## config.mk

```make
export PLATFORM = sky130hd
export DESIGN_NAME = kicp_sram_arbiter
export DESIGN_NICKNAME = d
export VERILOG_FILES = /design/src/rtl/kicp_sram_arbiter.sv
export SDC_FILE = /design/constraint.sdc
export NUM_CORES = 1
export LEC_CHECK = 0
export ABC_CLOCK_PERIOD_IN_PS = 3860
export BUFFER_PORTS_ARGS = -buffer_cell sky130_fd_sc_hd__buf_2
export CAP_MARGIN = 20
export CORE_MARGIN = 2
export CORE_UTILIZATION = 45
export DETAILED_ROUTE_END_ITERATION = 16
export PLACE_DENSITY_LB_ADDON = 0.12
export SLEW_MARGIN = 25
export SYNTH_ARGS = -nofsm -noshare
export SYNTH_HDL_FRONTEND = slang
export SYNTH_SLANG_ARGS = --single-unit
```

## constraint.sdc

```tcl
create_clock -name wb_clk_i -period 3.86 [get_ports wb_clk_i]
set_clock_uncertainty 0.15 [all_clocks]
set_input_delay 0 -clock wb_clk_i [delete_from_list [all_inputs] [get_ports wb_clk_i]]
set_output_delay 0 -clock wb_clk_i [all_outputs]
set_load 0.01 [all_outputs]
```

## src/rtl/kicp_sram_arbiter.sv

```systemverilog
// kicp_sram_arbiter
//   Serialises access to the single-port RAM256 macro among NREQ requesters
//   (0 = Wishbone ctrl, 1 = matrix multiply, 2 = matrix convolution).
//   Each access walks IDLE -> ACCESS -> RESP -> DONE, so done_o pulses three
//   cycles after the request is picked up and the peak rate is one access every
//   four cycles. Every output comes straight from a flop.
//   Optional feature: define KICP_SRAM_ARB_RR_EN for round-robin arbitration;
//   left undefined, the lowest requesting index always wins.

module kicp_sram_arbiter #(
  parameter int AWIDTH = 8,
  parameter int NREQ   = 3
) (
  input  logic                     wb_clk_i,
  input  logic                     wb_rst_ni,
  input  logic [NREQ-1:0]          req_i,
  input  logic [NREQ-1:0]          we_i,
  input  logic [NREQ*4-1:0]        sel_i,
  input  logic [NREQ*AWIDTH-1:0]   addr_i,
  input  logic [NREQ*32-1:0]       wdata_i,
  output logic [NREQ-1:0]          gnt_o,
  output logic [NREQ-1:0]          done_o,
  output logic [31:0]              rdata_o,
  output logic                     busy_o,
  output logic                     sram_en_o,
  output logic [3:0]               sram_we_o,
  output logic [AWIDTH-1:0]        sram_addr_o,
  output logic [31:0]              sram_di_o,
  input  logic [31:0]              sram_do_i
);

  localparam logic [1:0] ST_IDLE   = 2'd0;
  localparam logic [1:0] ST_ACCESS = 2'd1;
  localparam logic [1:0] ST_RESP   = 2'd2;
  localparam logic [1:0] ST_DONE   = 2'd3;

`ifdef KICP_SRAM_ARB_RR_EN
  localparam int PW = (NREQ > 1) ? $clog2(NREQ) : 1;

  logic [PW-1:0]     rr_ptr;
  logic [PW-1:0]     rr_next;
`endif

  logic [1:0]        state;
  logic              op_read;

  logic              win_valid;
  logic [NREQ-1:0]   win_onehot;
  logic              win_we;
  logic [3:0]        win_sel;
  logic [AWIDTH-1:0] win_addr;
  logic [31:0]       win_wdata;

  // Pick the winning requester and mux out its access fields.
  always_comb begin
    // NOTE: every variable gets a default before the loop, so no path can
    // leave one unassigned and no latch is inferred.
    int idx;
    idx        = 0;
    win_valid  = 1'b0;
    win_onehot = '0;
    win_we     = 1'b0;
    win_sel    = '0;
    win_addr   = '0;
    win_wdata  = '0;
`ifdef KICP_SRAM_ARB_RR_EN
    rr_next    = rr_ptr;
`endif
    for (int i = 0; i < NREQ; i++) begin
`ifdef KICP_SRAM_ARB_RR_EN
      // Search starts at the pointer and wraps around.
      idx = (int'(rr_ptr) + i) % NREQ;
`else
      // Lowest index has fixed priority.
      idx = i;
`endif
      if (!win_valid && req_i[idx]) begin
        win_valid       = 1'b1;
        win_onehot[idx] = 1'b1;
        win_we          = we_i[idx];
        win_sel         = sel_i[idx*4 +: 4];
        win_addr        = addr_i[idx*AWIDTH +: AWIDTH];
        win_wdata       = wdata_i[idx*32 +: 32];
`ifdef KICP_SRAM_ARB_RR_EN
        rr_next         = PW'((idx + 1) % NREQ);
`endif
      end
    end
  end

  // Access sequencer: owns the SRAM pins and the handshake outputs.
  always_ff @(posedge wb_clk_i or negedge wb_rst_ni) begin
    if (!wb_rst_ni) begin
      state       <= ST_IDLE;
      op_read     <= 1'b0;
      gnt_o       <= '0;
      done_o      <= '0;
      rdata_o     <= '0;
      busy_o      <= 1'b0;
      sram_en_o   <= 1'b0;
      sram_we_o   <= '0;
      sram_addr_o <= '0;
      sram_di_o   <= '0;
`ifdef KICP_SRAM_ARB_RR_EN
      rr_ptr      <= '0;
`endif
    end else begin
      // NOTE: non-blocking assignments so every flop updates from the values
      // present before the edge, independent of statement order.
      case (state)
        ST_IDLE: begin
          if (win_valid) begin
            gnt_o       <= win_onehot;
            busy_o      <= 1'b1;
            sram_en_o   <= 1'b1;
            sram_we_o   <= win_we ? win_sel : 4'b0000;
            sram_addr_o <= win_addr;
            sram_di_o   <= win_wdata;
            op_read     <= ~win_we;
            state       <= ST_ACCESS;
`ifdef KICP_SRAM_ARB_RR_EN
            rr_ptr      <= rr_next;
`endif
          end
        end
        ST_ACCESS: begin
          // The RAM captures EN/WE/A/Di at the end of this cycle.
          sram_en_o <= 1'b0;
          sram_we_o <= '0;
          state     <= ST_RESP;
        end
        ST_RESP: begin
          // Do0 is valid now; a write leaves the last read data in place.
          if (op_read) begin
            rdata_o <= sram_do_i;
          end
          done_o <= gnt_o;
          state  <= ST_DONE;
        end
        ST_DONE: begin
          done_o <= '0;
          gnt_o  <= '0;
          busy_o <= 1'b0;
          state  <= ST_IDLE;
        end
        default: begin
          state <= ST_IDLE;
        end
      endcase
    end
  end

endmodule

```

==> run summary <==
status: finished clean
number of global-route vias before repair: 4,632
GR Overflow Total: 0
Area growth syn-to-layout: 63.66%
post-synth net total: 554
CP peak stage delay: 0.60 ns
EDFF count, synth: 0
placed cell area: 5642 sq um
crit path time final: 3.106 ns
Initial Utilization: 46.92%
fin nets: 925
busiest grt layer: met2
CP arrival: 3.25 ns
Die Ht: 102.6 um
H-tree depth: 3
Die W: 102.6 um
CTS clk-pin slew, worst paths: 0.10 ns
Max Fclk: 321.9 MHz
CTS Sinks: 87
Async S/R FF share, synth: 100.0%
Max clock buf depth: 2
Max Transition Viols Final: 0
CTS Hold Bufs: 134
Global Route Usage Sum: 27.76%
slowest CP cell: dlygate4sd3_1
MaxCap Viol Count: 0
DRC Markers: 0
Most common cell on crit path: dlygate4sd3_1
hpwl dp: 9495 um
post-synth cell types: 32
total power: 0.004576 W
GR met2 Demand/Resource: 48.82%
CP endpoint kind: flop
Slew HR: 46.47%
first-pass GRT wire length: 22,740 um
Antenna Cells: 0
Crit Path Class: primary input to flop
routing usage on met3: 5.627%
drt first-iter violations: 179
footprint of the multi-input gates: 1953 sq um
final setup fails: 0
commonest cells in the netlist: 87 x dfrtp_1, 45 x nand2_1, 42 x o21ai_0
Final period util: 80.48%
CTS tree: yes
detail-routed via count per cell: 5.255
Clock Latency Late Sink: 0.35 ns
largest net degree at the start of global routing: 88
Routed Antenna Nets: 0
Num CTS Buffers: 9
register area: 2177 sq um
Worst EP required: 4.01 ns
RSZ-0062 raised after global routing: no
Synth Register Bits: 87
worst-path cell chain: dlygate4sd3_1 > buf_2 > nor2b_4 > buf_4 > a221oi_2 > dlygate4sd3_1 > o21ai_1 > dlygate4sd3_1
critical path's top delay family: buffers and inverters
PD cells: 638.8 nW/um^2
post-synth design cell area: 4377 sq um
GR Util met1: 32.91%
Top FF cell, synth: dfrtp_1
Leak Pwr: 3.472 nW
largest cells by area after synthesis: dfrtp_1 50%, a221oi_2 14%, mux2_2 5.7%, o21ai_0 4.8%, o21ai_1 4.6%
TritonRoute pass-1 iters: 4
core area: 9328 sq um
# IOs: 256
worst min path class: primary input to flop
Yosys top cell area share: 49.74%
antenna violations before repair: 0
die area: 10,530 sq um
setup TNS: 0 ns
post-route cell area: 7163 sq um
# rows: 35
Resize count post-CTS: 0
Worst Path Buf+Inv: 5
worst slew pin tran: 0.8029 ns
CP startpoint kind: primary input
postcts setup bufs: 0
area leader, netlist: dfrtp_1
drt wl/cell: 16.80 um
syn avg cell area: 11.61 sq um
Placer Congestion: 0.8330
Synth warnings: 0
sequential area share after synthesis: 49.74%
Hold Violations, Final: 0
Synth Instances: 377
top-count cell post-synth: dfrtp_1
Worst VDD drop: 0.0003520 V
share of layout cells above drive strength 1: 45.68%
filler cell count: 644
crit-path max FO: 20
final wirelength: 14,820 um
via count: 4,635
port buffer count: 255
clock root cell: clkbuf_8
-- flip-flops by register name, indices dropped and copies added (netlist names) --
name and count:
busy_o 1, done_o 3, gnt_o 3, op_read 1
rdata_o 32, sram_addr_o 8, sram_di_o 32, sram_en_o 1
sram_we_o 4, state 2
-- final timing paths --
kind / startpoint / end / slack (ns) / cells after the start
setup / recovery: req_i[2] / sram_di_o[21]$_DFFE_PN0P_ / 0.75 / 8
hold / removal: we_i[1] / op_read$_DFFE_PN0P_ / 0.03 / 4
setup reg to reg: state[0]$_DFFE_PN0P_ / sram_di_o[16]$_DFFE_PN0P_ / 0.98 / 6
hold reg to reg: rdata_o[18]$_DFFE_PN0P_ / rdata_o[18]$_DFFE_PN0P_ / 0.35 / 1
max in group asynchronous: wb_rst_ni / sram_di_o[22]$_DFFE_PN0P_ / 2.88 / 2
min in group asynchronous: wb_rst_ni / sram_di_o[18]$_DFFE_PN0P_ / 0.10 / 2
-- stage by stage --
step / hold slack, ns / std cells / worst slack (ns) / utilization (%)
2_1_floorplan: -0.4456 / 377 / 2.142 / -
3_3_place_gp: 0.06202 / 732 / 1.694 / 60.44
3_5_place_dp: -0.02843 / 732 / 1.560 / 60.48
4_1_cts: 0.02382 / 882 / 0.8310 / 76.79
5_1_grt: 0.04927 / 882 / 0.6130 / 76.79
6_report: 0.03279 / 882 / 0.7536 / 76.79
-- final cells by class --
cell class	instances	area share [%]
Timing Repair Buffer	395	37.26
Sequential cell	87	30.39
Multi-Input combinational cell	249	27.27
Tap cell	129	2.253
Clock buffer	10	1.782
Clock inverter	6	0.7336
Inverter	6	0.3144
-- where the power goes --
part	total (W)	internal, W	switching (W)
registers	0.00159	0.00136	0.000228
clock network	0.000595	0.000245	0.000351
logic	0.00239	0.00124	0.00115
total	0.00458	0.00285	0.00173
-- kinds of logic (layout without fill, tap and decap cells) --
| group | after synthesis | in the layout | synth area share, % |
|---|---|---|---|
| AOI/OAI and AO/OA | 141 | 141 | 26.93 |
| adders and majority gates | 5 | 5 | 1.429 |
| DFF | 87 | 87 | 49.74 |
| muxes | 38 | 38 | 9.634 |
| buffers and inverters | 41 | 417 | 5.632 |
| and+or+nand+nor | 65 | 65 | 6.632 |
-- layout by cell type, fill, tap and decap left out, types with 6 or more instances in the layout --
cell,instances
buf_2,254
clkbuf_8,9
nand2_1,45
mux2_2,22
buf_4,6
dlygate4sd3_1,134
nor2_1,10
dfrtp_1,87
a221oi_2,40
o21ai_1,40
mux2_1,11
o21ai_0,42
-- worst reg2reg max path: stages (launching register included) --
cell and delay (ns):
dfrtp_1 0.42, inv_1 0.13, ha_1 0.39, o31a_2 0.72, o21ai_0 0.26, o21ai_1 0.19
dlygate4sd3_1 0.58
-- layer usage --
metal  share of wire (%)  vias up
met3                 6.0       52
met2                  52      201
met4                 3.5        0
li1                    -     2150
met5                   0        -
met1                  38     2232
(Power assumes the default switching activity.)
